File: src/rtl/nn_pkg.sv
`default_nettype none
// ============================================================================
//  Module      : nn_pkg
//  Description : Widths, defaults and FSM state encoding shared by the
//                forward-pass and backprop stages of the small network.
//  Revision    : 1.0 - initial release
// ============================================================================
package nn_pkg;

    localparam int NUM_HIDDEN_DEF = 4;   // default hidden neuron count
    localparam int X_W            = 4;   // sample input width
    localparam int W_W            = 8;   // weight width
    localparam int H_W            = 10;  // saturated hidden activation width
    localparam int P_W            = H_W + W_W; // full MAC product width
    localparam int F_W            = 23;  // network output / accumulator width

    // Forward-pass sequencer states
    typedef enum logic [2:0] {
        IDLE    = 3'd0,
        HIDDEN  = 3'd1,
        OUTPUT  = 3'd2,
        DONE    = 3'd3,
        WAIT_BP = 3'd4
    } fsm_state_t;

endpackage : nn_pkg
`default_nettype wire

File: src/rtl/nn_mac.sv
`default_nettype none
// ============================================================================
//  Module      : nn_mac
//  Description : Unsigned H_W x W_W multiplier. With i_sat set the product is
//                clamped to the largest H_W-bit value, producing a hidden
//                activation; with i_sat clear the full product is returned.
//  Revision    : 1.0 - initial release
// ============================================================================
module nn_mac
    import nn_pkg::*;
(
    input  logic [H_W-1:0] i_a,
    input  logic [W_W-1:0] i_b,
    input  logic           i_sat,
    output logic [P_W-1:0] o_p
);

    localparam logic [P_W-1:0] c_sat_max = P_W'((1 << H_W) - 1);

    logic [P_W-1:0] w_full;

    assign w_full = P_W'(i_a) * P_W'(i_b);

    // Clamp to the activation range only in saturate mode
    always_comb begin
        o_p = w_full;
        if (i_sat && (w_full > c_sat_max)) begin
            o_p = c_sat_max;
        end
    end

endmodule : nn_mac
`default_nettype wire

File: src/rtl/forward_pass.sv
`default_nettype none
// ============================================================================
//  Module      : forward_pass
//  Description : Sequential forward pass of a 1-input, NUM_HIDDEN-hidden,
//                1-output network. One neuron per cycle through a shared MAC:
//                hidden activations first (saturated), then the output
//                accumulation. Hands off to the backprop stage with a level
//                enable held until acknowledged.
//  Revision    : 1.0 - initial release
// ============================================================================
module forward_pass
    import nn_pkg::*;
#(
    parameter int NUM_HIDDEN = NUM_HIDDEN_DEF
) (
    input  logic                      clk_i,
    input  logic                      rst_i,
    input  logic                      clear_i,
    input  logic                      start_i,
    input  logic [X_W-1:0]            x_i,
    input  logic [NUM_HIDDEN*W_W-1:0] w_hidden_i,
    input  logic [NUM_HIDDEN*W_W-1:0] w_out_i,
    input  logic                      b_end_i,
    output logic [NUM_HIDDEN*H_W-1:0] hidden_val_o,
    output logic [F_W-1:0]            final_o,
    output logic                      busy_o,
    output logic                      done_o,
    output logic                      b_pass_o
);

    localparam int c_idx_w = $clog2(NUM_HIDDEN) + 1;
    localparam int c_sel_w = (NUM_HIDDEN > 1) ? $clog2(NUM_HIDDEN) : 1;
    localparam logic [c_idx_w-1:0] c_last_idx = c_idx_w'(NUM_HIDDEN - 1);

    fsm_state_t       r_state;
    fsm_state_t       w_state_next;

    logic [c_idx_w-1:0] r_idx;
    logic [c_sel_w-1:0] w_sel;
    logic               w_idx_last;

    logic [X_W-1:0]   r_x;
    logic [W_W-1:0]   r_w_hidden [NUM_HIDDEN];
    logic [W_W-1:0]   r_w_out    [NUM_HIDDEN];
    logic [H_W-1:0]   r_hidden   [NUM_HIDDEN];
    logic [F_W-1:0]   r_acc;
    logic [F_W-1:0]   r_final;
    logic             r_done;
    logic             r_b_pass;

    logic [H_W-1:0]   w_mac_a;
    logic [W_W-1:0]   w_mac_b;
    logic             w_mac_sat;
    logic [P_W-1:0]   w_mac_p;

    // idx never exceeds NUM_HIDDEN-1, so its low bits address the neuron arrays
    assign w_sel      = r_idx[c_sel_w-1:0];
    assign w_idx_last = (r_idx == c_last_idx);

    // State register; soft clear behaves like reset but on the clock edge
    always_ff @(posedge clk_i or negedge rst_i) begin
        if (!rst_i) begin
            r_state <= IDLE;
        end else if (clear_i) begin
            r_state <= IDLE;
        end else begin
            r_state <= w_state_next;
        end
    end

    // Next-state decode; start and acknowledge only matter in their own states
    always_comb begin
        w_state_next = r_state;
        case (r_state)
            IDLE:    if (start_i)    w_state_next = HIDDEN;
            HIDDEN:  if (w_idx_last) w_state_next = OUTPUT;
            OUTPUT:  if (w_idx_last) w_state_next = DONE;
            DONE:                    w_state_next = WAIT_BP;
            WAIT_BP: if (b_end_i)    w_state_next = IDLE;
            default:                 w_state_next = IDLE;
        endcase
    end

    // MAC operand select: x*w_hidden saturated in HIDDEN, hidden*w_out otherwise
    always_comb begin
        w_mac_a   = {{(H_W - X_W){1'b0}}, r_x};
        w_mac_b   = r_w_hidden[w_sel];
        w_mac_sat = 1'b1;
        if (r_state == OUTPUT) begin
            w_mac_a   = r_hidden[w_sel];
            w_mac_b   = r_w_out[w_sel];
            w_mac_sat = 1'b0;
        end
    end

    nn_mac u_mac (
        .i_a   (w_mac_a),
        .i_b   (w_mac_b),
        .i_sat (w_mac_sat),
        .o_p   (w_mac_p)
    );

    // Datapath: operand latch, per-neuron writes, accumulation and hand-off flags
    always_ff @(posedge clk_i or negedge rst_i) begin
        if (!rst_i) begin
            r_idx    <= '0;
            r_x      <= '0;
            r_acc    <= '0;
            r_final  <= '0;
            r_done   <= 1'b0;
            r_b_pass <= 1'b0;
            for (int j = 0; j < NUM_HIDDEN; j++) begin
                r_w_hidden[j] <= '0;
                r_w_out[j]    <= '0;
                r_hidden[j]   <= '0;
            end
        end else if (clear_i) begin
            r_idx    <= '0;
            r_x      <= '0;
            r_acc    <= '0;
            r_final  <= '0;
            r_done   <= 1'b0;
            r_b_pass <= 1'b0;
            for (int j = 0; j < NUM_HIDDEN; j++) begin
                r_w_hidden[j] <= '0;
                r_w_out[j]    <= '0;
                r_hidden[j]   <= '0;
            end
        end else begin
            r_done <= 1'b0;
            case (r_state)
                IDLE: begin
                    if (start_i) begin
                        r_x   <= x_i;
                        r_idx <= '0;
                        r_acc <= '0;
                        for (int j = 0; j < NUM_HIDDEN; j++) begin
                            r_w_hidden[j] <= w_hidden_i[j*W_W +: W_W];
                            r_w_out[j]    <= w_out_i[j*W_W +: W_W];
                        end
                    end
                end
                HIDDEN: begin
                    r_hidden[w_sel] <= w_mac_p[H_W-1:0];
                    r_idx           <= w_idx_last ? '0 : r_idx + 1'b1;
                end
                OUTPUT: begin
                    r_acc <= r_acc + F_W'(w_mac_p);
                    r_idx <= w_idx_last ? '0 : r_idx + 1'b1;
                end
                DONE: begin
                    r_final  <= r_acc;
                    r_done   <= 1'b1;
                    r_b_pass <= 1'b1;
                end
                WAIT_BP: begin
                    if (b_end_i) begin
                        r_b_pass <= 1'b0;
                    end
                end
                default: begin
                    r_idx <= '0;
                end
            endcase
        end
    end

    generate
        for (genvar g = 0; g < NUM_HIDDEN; g++) begin : g_pack
            assign hidden_val_o[g*H_W +: H_W] = r_hidden[g];
        end
    endgenerate

    assign final_o  = r_final;
    assign busy_o   = (r_state != IDLE);
    assign done_o   = r_done;
    assign b_pass_o = r_b_pass;

endmodule : forward_pass
`default_nettype wire

File: config.mk
export PLATFORM = sky130hd
export DESIGN_NAME = forward_pass
export DESIGN_NICKNAME = d
export VERILOG_FILES = /design/src/rtl/nn_pkg.sv /design/src/rtl/nn_mac.sv /design/src/rtl/forward_pass.sv
export SDC_FILE = /design/constraint.sdc
export NUM_CORES = 1
export LEC_CHECK = 0
export CAP_MARGIN = 10
export CORE_MARGIN = 2
export CORE_UTILIZATION = 30
export DETAILED_ROUTE_END_ITERATION = 10
export PLACE_DENSITY = 0.55
export SLEW_MARGIN = 15
export SYNTH_ARGS = -nofsm -noshare
export SYNTH_HDL_FRONTEND = slang
export SYNTH_SLANG_ARGS = --single-unit
File: constraint.sdc
create_clock -name clk_i -period 11.5 [get_ports clk_i]
set_input_delay 3.45 -clock clk_i [delete_from_list [all_inputs] [get_ports clk_i]]
set_output_delay 3.45 -clock clk_i [all_outputs]
set_load 0.02 [all_outputs]
==> flow_summary_export.csv <==
group,metric,value,unit
die,ios,139,
global_routing,antenna_found_initial,0,
critical_path,path_buf_inv,5,
sta,timing.fmax,103,MHz
detailed_routing,wirelength,32.5,mm
finish,multi_input_area,6410,sq um
critical_path,slowest_delay,0.83,ns
critical_path,crit_type,"register to register",
die,rows,70,
die,fp.dieH,195,um
finish,num_antenna_cells,0,
finish,fillerInstances,3713,
finish,drive_above_1_share,0.0790,
critical_path,cp_common_cell,"fa_1",
critical_path,required,11.81,ns
run_status,status,"finished clean",
detailed_routing,dr_wl_met2,14.9,mm
pwr,p_leak,5.95,nW
yosys,ys_ff_latch,162,
sta,hold_viol,0,
clocking,clkSinkCount,162,
yosys,syn_area,11000,sq um
clocking,hold_buffers,0,
sta,slew_viol_final,0,
worst_hold_path,hp-class,"register to register",
clocking,clockRootBuffer,"clkbuf_16",
detailed_routing,highest_layer,"met4",
detailed_routing,wl_met3,1.40,mm
critical_path,path_delay_family,"compound AO/OA/AOI/OAI gates",
pwr,peakVddDrop,98.4,uV
finish,postLayoutCellArea,13400,sq um
clocking,clockBufferDepth,2,
yosys,synth_nets,1377,
global_routing,grt_pass1_vias,9394,
die,die_area,38100,sq um
sta,period_needed,9.71,ns
clocking,post_cts_buffers,0,
detailed_routing,vias,9254,
clocking,path_clk_slew,0.07,ns
sta,final.setup.tns,0,ns
detailed_routing,drc,0,
sta,slew_headroom,0.285,
die,die_x,195,um
flow_run,cap_violations,0,
critical_path,critical_path_arrival,10.02,ns
yosys,synth_cells,1194,
global_routing,grt_max_degree,84,
global_routing,grt_overflow_total,0,
yosys,async_reset_ff_frac,1.00,
critical_path,crit_path_start_kind,"register",
sta,timing.final.crit_share,0.845,
clocking,cts_tree,"yes",
sta,worst_pin_slew,1.07,ns
critical_path,cp_slowest_cell,"dfrtp_2",
place,place_congestion,0.854,
die,start_util,0.302,
clocking,cts.repair.resized,0,
place,place_area,12800,sq um
place,portBuffers,138,
detailed_routing,wl_met1,15.6,mm
detailed_routing,drt_iter0_drc,815,
clocking,h-tree-depth,4,
yosys,ys_seq_area_frac,0.370,
yosys,yosys_warnings,0,
sta,setup_viol,0,
clocking,cts_made_buffers,17,
yosys,avgSynthCellArea,9.18,sq um
die,core_area,36300,sq um
global_routing,grt_pass1_wl,52.3,mm
critical_path,endpoint_kind,"register",
sta,fin_skew,0.0106,ns
finish,regArea,4060,sq um
detailed_routing,drt_pass1_iterations,5,
yosys,ys_types,63,
pwr,p_per_area,139,nW/um^2
place,dp_hpwl,24.6,mm
yosys,synth_flop_cell,"dfrtp_1",
finish,layout.nets,1487,
detailed_routing,vias_per_cell,5.18,
finish,synthToLayoutAreaGrowth,22.5,%
detailed_routing,drtAntennaViolNets,0,
sta,rsz0062_at_grt,"no",
global_routing,grt_use_total,0.174,
yosys,synth_edf_count,0,
clocking,clk_latency,0.44,ns
critical_path,cp_max_fo,24,
detailed_routing,avgRoutedWirePerCell,18.2,um
[final timing paths]
path / start / to / slack (ns) / depth (start not counted)
min in group asynchronous: rst_i / r_w_out[15] / 2.93 / 1
worst max register to register: r_idx[0] / r_acc[20] / 1.79 / 30
worst min-delay path: final_o[9] / final_o[9] / 0.50 / 1
worst max-delay path: r_idx[0] / r_acc[20] / 1.79 / 30
max in group asynchronous: rst_i / r_idx[0] / 6.67 / 3
worst min register to register: final_o[9] / final_o[9] / 0.50 / 1
[per-layer routing]
metal,vias to the layer above,global-route usage
li1,4364,-
met1,4600,0.249
met2,258,0.277
met3,32,0.0237
met4,0,0.0483
met5,-,0
[layout make-up]
type                    instances  area share
repair buffers                152       0.110
clock buffers                  20      0.0325
clock inverters                12      0.0134
multi-input cells             898       0.478
well taps                     468      0.0436
inverters                      73      0.0204
flip-flops and latches        162       0.302
[power breakdown]
part / switching (mW) / internal, mW / leakage [nW]
sequential: 0.0596 / 0.626 / 2.23
clock: 0.244 / 0.365 / 0.295
combinational: 0.361 / 0.205 / 3.43
[cells in the final DEF, fill, tap and decap left out, types with 17 or more instances in the layout]
cell type and instances:
a21o_1 17, a21oi_1 108, a22o_1 26, a22oi_1 40
clkbuf_16 17, clkdlybuf4s50_1 136, dfrtp_1 161, fa_1 49
ha_1 61, inv_1 73, mux4_2 18, nand2_1 202
nor2_1 99, o21ai_0 81
[cells in the mapped netlist (10+ instances only)]
cell type / number / area (sq um)
a21o_1: 17 / 128
a21oi_1: 108 / 541
a22o_1: 26 / 228
a22oi_1: 40 / 300
buf_2: 10 / 50.1
clkbuf_1: 47 / 176
dfrtp_1: 162 / 4050
fa_1: 49 / 981
ha_1: 61 / 763
inv_1: 73 / 274
mux2i_1: 14 / 140
mux4_2: 18 / 405
nand2_1: 202 / 758
nand2b_1: 13 / 81.3
nor2_1: 101 / 379
o21ai_0: 81 / 405
or2_2: 16 / 100
xor2_1: 11 / 96.3
[worst reg2reg max path, delay by kind of cell, from the launching register on]
| kind | cells | cell delay, ns |
|---|---|---|
| buffers and inverters | 5 | 0.69 |
| AOI/OAI and AO/OA | 12 | 2.99 |
| DFF | 1 | 0.83 |
| muxes | 1 | 0.55 |
| and+or+nand+nor | 4 | 1.42 |
| adders and majority gates | 7 | 2.83 |
| xor gates and xnor gates | 1 | 0.29 |
[cells by family (layout without fill, tap and decap cells)]
| logic type | after synthesis | in the layout | share of synthesized area |
|---|---|---|---|
| AND/OR/NAND/NOR | 386 | 386 | 0.153 |
| XOR/XNOR | 20 | 20 | 0.0160 |
| buffers and inverters | 134 | 257 | 0.0474 |
| multiplexers | 41 | 41 | 0.0590 |
| adder cells (fa/ha/maj) | 110 | 110 | 0.159 |
| AO/OA/AOI/OAI | 341 | 341 | 0.196 |
| flip-flops | 162 | 162 | 0.370 |
[through the flow]
stage / power, mW / util / std cells / hold slack, ns / setup WS [ns]
after floorplan: 1.06 / - / 1194 / 0.459 / 3.45
after global placement: 1.26 / 0.353 / 1753 / 0.481 / 2.18
after detailed placement: 1.26 / 0.353 / 1753 / 0.482 / 1.87
after CTS: 1.87 / 0.370 / 1785 / 0.504 / 1.87
after global routing: 1.96 / 0.370 / 1785 / 0.516 / 1.06
final: 1.86 / 0.370 / 1785 / 0.498 / 1.79
[state kept, by name, indices dropped and copies added, names as in the netlist]
register / count
b_pass_o: 1
done_o: 1
final_o: 23
hidden_val_o: 40
r_acc: 23
r_idx: 3
r_state: 3
r_w_hidden: 32
r_w_out: 32
r_x: 4
Note: power is estimated with default switching activity, not from simulation.
